$ cat src/rtl/freq_detect_pkg.sv
// Shared definitions for the frequency window controller: FSM state
// encoding, decision result codes, default parameter values and the
// window counter width helper.
package freq_detect_pkg;

    typedef enum logic [2:0] {
        IDLE     = 3'd0,
        CLEAR    = 3'd1,
        MEASURE  = 3'd2,
        SETTLE   = 3'd3,
        EVALUATE = 3'd4,
        OUTPUT   = 3'd5
    } state_t;

    localparam logic [1:0] RESULT_NONE = 2'b00;
    localparam logic [1:0] RESULT_F1   = 2'b01;
    localparam logic [1:0] RESULT_F2   = 2'b10;
    localparam logic [1:0] RESULT_TIE  = 2'b11;

    // 10 ms window at 50 MHz; a tone must fill a quarter of it to count.
    localparam int unsigned DEFAULT_WINDOW_TICKS = 500000;
    localparam int unsigned DEFAULT_MIN_TICKS    = 125000;
    localparam int unsigned DEFAULT_CLOCK_HZ     = 50000000;

    // Counter only has to reach ticks-1, so $clog2(ticks) bits suffice.
    function automatic int window_cnt_width(input int unsigned ticks);
        return (ticks <= 2) ? 1 : $clog2(ticks);
    endfunction

    localparam int WINDOW_CNT_W = window_cnt_width(DEFAULT_WINDOW_TICKS);

endpackage

$ cat src/rtl/freq_decision.sv
// Purely combinational tone decision from the two frozen accumulators.
// Both below MIN_TICKS means no signal; otherwise the larger wins and an
// exact match is reported as a tie. All compares are unsigned 32-bit.
module freq_decision
    import freq_detect_pkg::*;
#(
    parameter int unsigned MIN_TICKS = DEFAULT_MIN_TICKS
) (
    input  logic [31:0] f1,
    input  logic [31:0] f2,
    output logic [1:0]  code
);

    localparam logic [31:0] MIN_V = 32'(MIN_TICKS);

    // Priority-ordered decision: absence check first, then magnitude.
    always_comb begin
        code = RESULT_NONE;
        if ((f1 < MIN_V) && (f2 < MIN_V)) begin
            code = RESULT_NONE;
        end else if (f1 > f2) begin
            code = RESULT_F1;
        end else if (f2 > f1) begin
            code = RESULT_F2;
        end else begin
            code = RESULT_TIE;
        end
    end

endmodule

$ cat src/rtl/frequency_window_controller.sv
// Sequences a FrequencyComparator through measurement windows:
// CLEAR -> MEASURE (WINDOW_TICKS cycles) -> SETTLE -> EVALUATE -> OUTPUT.
// Optional statistics counters are built when FREQ_WINDOW_STATS_EN is defined.
//
// Result handshake: result_valid is raised when a decision is ready and
// stays high, with result_code/result_f1/result_f2 held constant, until the
// cycle in which result_ready is also high; that edge transfers the result.
// result_ready while result_valid is low has no effect. abort overrides the
// transfer (no result is delivered in an aborted cycle).
module frequency_window_controller
    import freq_detect_pkg::*;
#(
    parameter int unsigned WINDOW_TICKS = DEFAULT_WINDOW_TICKS,
    parameter int unsigned MIN_TICKS    = DEFAULT_MIN_TICKS,
    parameter int unsigned CLOCK        = DEFAULT_CLOCK_HZ
) (
    input  logic        clock,
    input  logic        reset,
    input  logic        start,
    input  logic        continuous,
    input  logic        abort,
    output logic        cmp_enable,
    output logic        cmp_clear,
    input  logic [31:0] f1_value,
    input  logic [31:0] f2_value,
    output logic        result_valid,
    input  logic        result_ready,
    output logic [1:0]  result_code,
    output logic [31:0] result_f1,
    output logic [31:0] result_f2,
    output logic        busy,
`ifdef FREQ_WINDOW_STATS_EN
    output logic [15:0] stat_f1_count,
    output logic [15:0] stat_f2_count,
    output logic [15:0] stat_none_count,
`endif
    output state_t      state_dbg
);

    localparam int CNT_W = window_cnt_width(WINDOW_TICKS);
    localparam logic [CNT_W-1:0] CNT_LAST = CNT_W'(WINDOW_TICKS - 1);

    state_t           state;
    state_t           state_next;
    logic [CNT_W-1:0] win_cnt;
    logic [1:0]       dec_code;
    logic             handshake;

    // CLOCK only documents the timebase; it drives no logic.
    logic unused_clock_param;
    assign unused_clock_param = ^CLOCK;

    assign state_dbg = state;
    assign handshake = result_valid && result_ready && !abort;

    freq_decision #(
        .MIN_TICKS (MIN_TICKS)
    ) u_decision (
        .f1   (f1_value),
        .f2   (f2_value),
        .code (dec_code)
    );

    // State register.
    always_ff @(posedge clock or posedge reset) begin
        if (reset) begin
            state <= IDLE;
        end else begin
            state <= state_next;
        end
    end

    // Next-state decode; abort overrides every transition.
    always_comb begin
        state_next = state;
        case (state)
            IDLE:     if (start) state_next = CLEAR;
            CLEAR:    state_next = MEASURE;
            MEASURE:  if (win_cnt == CNT_LAST) state_next = SETTLE;
            SETTLE:   state_next = EVALUATE;
            EVALUATE: state_next = OUTPUT;
            OUTPUT:   if (result_ready) state_next = continuous ? CLEAR : IDLE;
            default:  state_next = IDLE;
        endcase
        if (abort) begin
            state_next = IDLE;
        end
    end

    // Registered outputs decoded from the next state so they line up with it.
    // The comparator only honours clear while enabled, hence enable in CLEAR.
    always_ff @(posedge clock or posedge reset) begin
        if (reset) begin
            cmp_enable   <= 1'b0;
            cmp_clear    <= 1'b0;
            result_valid <= 1'b0;
            busy         <= 1'b0;
        end else begin
            cmp_enable   <= (state_next == CLEAR) || (state_next == MEASURE);
            cmp_clear    <= (state_next == CLEAR);
            result_valid <= (state_next == OUTPUT);
            busy         <= (state_next != IDLE);
        end
    end

    // Window counter: zeroed on the way out of CLEAR, counts through MEASURE.
    always_ff @(posedge clock or posedge reset) begin
        if (reset) begin
            win_cnt <= '0;
        end else if (state == CLEAR) begin
            win_cnt <= '0;
        end else if (state == MEASURE) begin
            win_cnt <= win_cnt + CNT_W'(1);
        end
    end

    // Capture the frozen accumulators and decision; held until next EVALUATE.
    always_ff @(posedge clock or posedge reset) begin
        if (reset) begin
            result_code <= RESULT_NONE;
            result_f1   <= '0;
            result_f2   <= '0;
        end else if ((state == EVALUATE) && !abort) begin
            result_code <= dec_code;
            result_f1   <= f1_value;
            result_f2   <= f2_value;
        end
    end

`ifdef FREQ_WINDOW_STATS_EN
    logic [15:0] stat_f1_q;
    logic [15:0] stat_f2_q;
    logic [15:0] stat_none_q;

    assign stat_f1_count   = stat_f1_q;
    assign stat_f2_count   = stat_f2_q;
    assign stat_none_count = stat_none_q;

    // Saturating per-code counters, stepped on each delivered result.
    always_ff @(posedge clock or posedge reset) begin
        if (reset) begin
            stat_f1_q   <= '0;
            stat_f2_q   <= '0;
            stat_none_q <= '0;
        end else if (handshake) begin
            if (result_code == RESULT_F1) begin
                if (stat_f1_q != 16'hFFFF) stat_f1_q <= stat_f1_q + 16'd1;
            end else if (result_code == RESULT_F2) begin
                if (stat_f2_q != 16'hFFFF) stat_f2_q <= stat_f2_q + 16'd1;
            end else begin
                if (stat_none_q != 16'hFFFF) stat_none_q <= stat_none_q + 16'd1;
            end
        end
    end
`else
    logic unused_handshake;
    assign unused_handshake = handshake;
`endif

endmodule

$ cat config.mk
export PLATFORM = sky130hd
export DESIGN_NAME = frequency_window_controller
export DESIGN_NICKNAME = d
export VERILOG_FILES = /design/src/rtl/freq_detect_pkg.sv /design/src/rtl/freq_decision.sv /design/src/rtl/frequency_window_controller.sv
export SDC_FILE = /design/constraint.sdc
export NUM_CORES = 1
export LEC_CHECK = 0
export ABC_AREA = 1
export ABC_CLOCK_PERIOD_IN_PS = 8900
export BUFFER_PORTS_ARGS = -buffer_cell sky130_fd_sc_hd__buf_2
export CAP_MARGIN = 20
export CELL_PAD_IN_SITES_DETAIL_PLACEMENT = 0
export CELL_PAD_IN_SITES_GLOBAL_PLACEMENT = 1
export CORE_UTILIZATION = 41
export CTS_CLUSTER_SIZE = 8
export DETAILED_ROUTE_END_ITERATION = 10
export PLACE_DENSITY_LB_ADDON = 0.05
export SETUP_SLACK_MARGIN = 0.3
export SLEW_MARGIN = 10
export SYNTH_ARGS = -nofsm -noshare
export SYNTH_HDL_FRONTEND = slang
export SYNTH_HIERARCHICAL = 1
export SYNTH_SLANG_ARGS = --single-unit
$ cat constraint.sdc
create_clock -name clock -period 8.9 [get_ports clock]
set_clock_uncertainty 0.05 [all_clocks]
set_input_delay 2.67 -clock clock [delete_from_list [all_inputs] [get_ports clock]]
set_output_delay 2.67 -clock clock [all_outputs]
set_load 0.01 [all_outputs]
# Word level (Yosys, flattened, before mapping)
# Cells that the tools add are included.
dict set report totals {
  wordCells 41
  input_bits 70
  output_inout_bits 73
  regBits 92
}
dict set report classes {
  addsub 1
  magnitude_cmp 4
  n_reduce_logical 7
  mux 11
  eq_ne 9
}
# cell count
set op_table {}
lappend op_table {{> comparator 32 bit} 2}
lappend op_table {{less-than comparator 32 x 17 -> 1 bit (second input constant)} 2}
lappend op_table {{2-to-1 mux 19 bit} 2}
lappend op_table {{adder 19 x 1 -> 19 bit (second input constant)} 1}
lappend op_table {{== test 19 bit (second input constant)} 1}
lappend op_table {{one-hot mux 3 bit (6 select lines)} 1}
lappend op_table {{2-to-1 mux 3 bit} 4}
lappend op_table {{== test 3 x 2 -> 1 bit (second input constant)} 3}
lappend op_table {{== test 3 bit (second input constant)} 3}
lappend op_table {{== test 3 x 1 -> 1 bit (second input constant)} 2}
lappend op_table {{2-to-1 mux 2 bit} 2}
lappend op_table {{zero test 3 bit} 1}
lappend op_table {{nonzero test 3 bit} 1}
lappend op_table {{logical AND 1 bit} 2}
lappend op_table {{2-to-1 mux 1 bit} 2}
lappend op_table {{nonzero test 2 bit} 1}
lappend op_table {{zero test 1 bit} 1}
lappend op_table {{logical OR 1 bit} 1}

# Depth between registers and ports, before layout
dict set report logic_depth {
  depth_word 6
  depth_mapped 16
  ltp_nobuf 16
}

# Hierarchy
# The synthesis kept the hierarchy.
# module instances cells_each area_each_um2 seq_area_each_um2
set by_module_without_submodules {}
lappend by_module_without_submodules {frequency_window_controller 1 469 4151.5 2302.2}
lappend by_module_without_submodules {freq_decision 1 185 1052.3 0.0}

# Worst setup path before layout
# Ideal clock, no wire load.
dict set report synth_timing {
  path_type {in2reg}
  start {in f1_value[19]}
  end {reg result_code[0]}
  arrival_ps 3723
  setup_slack_ps 5044
  stages 13
  setup_ps 83
  required_ps 8767
  n_path_buf 0
  cell_sequence {inv_1 > ha_1 > nand2_1 > inv_1 > nand2_1 > nand2_1 > nand2_1 > nand3_1 > a21oi_1 > nand2_1 > a21oi_1 > nand2_1 > o21ai_0}
}
dict set report synth_via {
  elab_chain_len 4
  word_cells_on_any_way 7
  classes_between {order compare: 3; mux: 3; reduce/logical: 1}
}
# element line_no
set synth_rtl {}
lappend synth_rtl {{start, declared} frequency_window_controller.sv:24} ;# input logic [31:0] f1_value,
lappend synth_rtl {{> comparator 32 bit} freq_decision.sv:23} ;# end else if (f2 > f1) begin
lappend synth_rtl {{2-to-1 mux 1 bit} freq_decision.sv:23}
lappend synth_rtl {{2-to-1 mux 2 bit} freq_decision.sv:21} ;# end else if (f1 > f2) begin
lappend synth_rtl {{2-to-1 mux 2 bit *} freq_decision.sv:19} ;# if ((f1 < MIN_V) && (f2 < MIN_V)) begin
lappend synth_rtl {{named net dec_code[0]} frequency_window_controller.sv:46} ;# logic [1:0] dec_code;
lappend synth_rtl {{end signal, assigned} frequency_window_controller.sv:124} ;# result_code <= dec_code;
lappend synth_rtl {{end, declared} frequency_window_controller.sv:28} ;# output logic [1:0] result_code,
# The timed path passes the listed nets; every way through them passes the cells marked *.
# A chain may end at the register's enable or synchronous reset.

# Worst setup path in the final report
dict set report layout_timing {
  start {in abort}
  end {reg result_f1[16]}
}
dict set report layout_via {
  elab_chain_len 2
}
# element line_no
set layout_rtl {}
lappend layout_rtl {{start, declared} frequency_window_controller.sv:21} ;# input logic abort,
lappend layout_rtl {{zero test 1 bit} frequency_window_controller.sv:123} ;# end else if ((state == EVALUATE) && !abort) begin
lappend layout_rtl {{logical AND 1 bit} frequency_window_controller.sv:123}
lappend layout_rtl {{end signal, assigned} frequency_window_controller.sv:125} ;# result_f1 <= f1_value;
lappend layout_rtl {{end, declared} frequency_window_controller.sv:29} ;# output logic [31:0] result_f1,
# No other way between the ends.

==> run_results.csv <==
group,metric,value,unit
outcome,status,"finished, final reports clean",
layout,mostFrequentLayoutCell,"nand2_1",
layout,final_cell_mix,"nand2_1 (159), buf_2 (142), inv_1 (132)",
routing,route.detailed.drc,0,
clock_network,cts_tree,"yes",
setup_path,worstSetupStartpoint,"abort",
layout,drive_above_1_share,23.0,%
routing,ant_nets,0,
global_routing,grt_max_degree,89,
clock_network,cts_resized,0,
run,cap_violations,0,
die,fp.dieArea,13100,um2
clock_network,cts.path.max_buffers,2,
routing,vias,4379,
logic_synthesis,post-synth-top-area-cell,"dfrtp_1",
layout,n_fill_cell,1273,
setup_path,path_max_fanout,88,
setup_path,arrival,4380,ps
logic_synthesis,synth_seq_cells,92,
clock_network,cts_buffers,9,
setup_path,crit_chain,"buf_2 -> nor4_4 -> buf_4 -> buf_4 -> o21ai_0",
logic_synthesis,synth_cell_types,35,
clock_network,h-tree-depth,3,
global_routing,grt_pass1_wl,19.8,mm
routing,wl_per_cell,12.2,um
global_routing,grt-ovfl-total,0,
layout,finalNetCount,898,
die,core_area,12200,um2
setup_path,crit_required,9040,ps
logic_synthesis,synth_top_area_share,44.2,%
routing,wl,11.8,mm
place,placed_area,5950,um2
place,portBuffers,142,
routing,viasPerCell,4.52,
place,gp_congestion,0.808,
clock_network,cts_hold_buf,0,
clock_network,root_buffer,"clkbuf_16",
logic_synthesis,synth_cells,654,
timing,setup_ws,4660,ps
logic_synthesis,syn_area,5200,um2
global_routing,antenna_found_initial,1,
layout,stdcell_count,969,
timing,rsz0062_at_grt,"no",
pwr,power_leakage,3.36,nW
die,start_util,42.6,%
clock_network,worstSkewPairLatency,340,ps
setup_path,reg2reg_slack,6630,ps
die,die_w,115,um
layout,syn_to_final_growth,19.9,%
die,ios,143,
clock_network,cts.sinks,92,
timing,worst_pin_slew,775,ps
pwr,powerDensity,245,nW/um2
global_routing,grt_pass1_vias,4248,
setup_path,cp_common_cell,"buf_4",
timing,setup_tns,0,ps
setup_path,slowest_stage,"buf_4",
hold_path,min_path_type,"flip-flop to flip-flop",
die,rows,40,
timing,post-route-period-util,47.6,%
timing,hold_violations,0,
setup_path,start_kind,"primary input",
place,pre_cts_ws,4290,ps
die,die_height,115,um
setup_path,crit_buf_inv,3,
routing,firstDrtPassIters,4,
logic_synthesis,synth.area.top_cells,"dfrtp_1 (44%), nand2_1 (11%), inv_1 (9.6%), ha_1 (7.9%), o21ai_0 (5.8%)",
hold_path,hold_depth,2,
timing,layout_min_cycle_time,4240,ps
clock_network,clkTransAtPathRegs,60,ps
timing,max_freq,236,MHz
logic_synthesis,seq_area_frac_synth,44.2,%
setup_path,path_class,"primary input to flip-flop",
place,dp_cells,952,
timing,max-slew-margin-rel,48.3,%
place,post-dp-hpwl,9.07,mm
timing,drv_slew,0,
routing,drt_first_iter_violations,202,
global_routing,grtUsageTotal,19.3,%
logic_synthesis,avgSynthCellArea,7.96,um2
setup_path,rr_worst_depth,4,
hold_path,hp-start,"result_f1[12]",
logic_synthesis,ys_warn_count,6,
layout,stdcell_area,6240,um2
setup_path,path_depth,5,
timing,finalSetupViolCount,0,
pwr,irDropWorstVdd,88.3,uV
setup_path,cpPeakStageDelay,660,ps
logic_synthesis,syn_nets,757,
setup_path,cp-end-kind,"flip-flop",
setup_path,path_delay_family,"buffers and inverters",
clock_network,cts_setup_buffers,0,
setup_path,timing.rr.start,"state_dbg[1]",
-- path summary, 6_finish.rpt --
path,end
max in group asynchronous,result_f1[30]
hold reg to reg,result_f1[12]
setup / recovery,result_f1[16]
min in group asynchronous,cmp_clear
hold / removal,result_f1[12]
setup reg to reg,result_f1[16]
-- cells by family (layout without fill, tap and decap cells) --
group,Yosys count,after routing,synth area share [%]
AND/OR/NAND/NOR,267,267,22.3
buffers and inverters,150,296,13.5
AO/OA/AOI/OAI,112,112,12.0
flip-flops,92,92,44.2
adder cells (fa/ha/maj),33,33,7.93
other,0,1,0
-- state kept, by name (all words and copies together), names as in the netlist --
register      cells
result_f1        32
result_f2        32
win_cnt          19
state_dbg         3
result_code       2
busy              1
cmp_clear         1
cmp_enable        1
result_valid      1
-- worst register-to-register path, stage by stage, from the launching register on --
cell     delay (ps)
dfrtp_1         480
nor4_4          270
buf_4           400
buf_4           680
o21ai_0         240
-- metal layers --
| metal | routed length [um] | vias to the layer above | part of all wire (%) | GRT usage, % |
|---|---|---|---|---|
| met5 | 0 | - | 0 | 0 |
| met4 | 220 | 0 | 1.9 | 8.92 |
| met3 | 601 | 15 | 5.1 | 4.13 |
| met2 | 5450 | 85 | 46 | 31.3 |
| met1 | 5550 | 1953 | 47 | 24.6 |
| li1 | - | 2326 | - | - |
-- synth_stat cells, drive strengths merged --
library cell,n
or2,2
dfrtp,92
inv,135
nor3b,2
nand4,14
nor2,59
nor4,1
nand3,19
nor3,8
a21o,1
buf,10
a21oi,27
and2b,1
o21a,1
o21ai,80
a21boi,1
nand2,160
nand3b,1
clkbuf,5
a22o,1
ha,33
a31oi,1
-- where the power goes --
part	leakage (nW)	total, mW	internal (mW)	switching (mW)
combinational	2.07	0.502	0.214	0.288
clock	0.140	0.369	0.212	0.156
sequential	1.15	0.660	0.578	0.0820
-- layout make-up --
class,instances,area (um2),area share [%]
well taps,168,210,3.37
inverters,135,512,8.20
clock buffers,15,278,4.45
diodes,1,2.50,0.0401
flip-flops and latches,92,2300,36.9
multi-input cells,412,2200,35.2
repair buffers,145,733,11.8
clock inverters,1,5.00,0.0802
-- stage by stage --
stage | total power, mW | hold WS [ps] | util [%]
final | 1.53 | 473 | 51.1
after detailed placement | 1.18 | 459 | 48.8
after floorplan | 0.948 | 442 | -
after CTS | 1.56 | 480 | 51.1
after global placement | 1.17 | 457 | 48.8
after global routing | 1.65 | 490 | 51.1
Power figures use the tool's default switching activity.
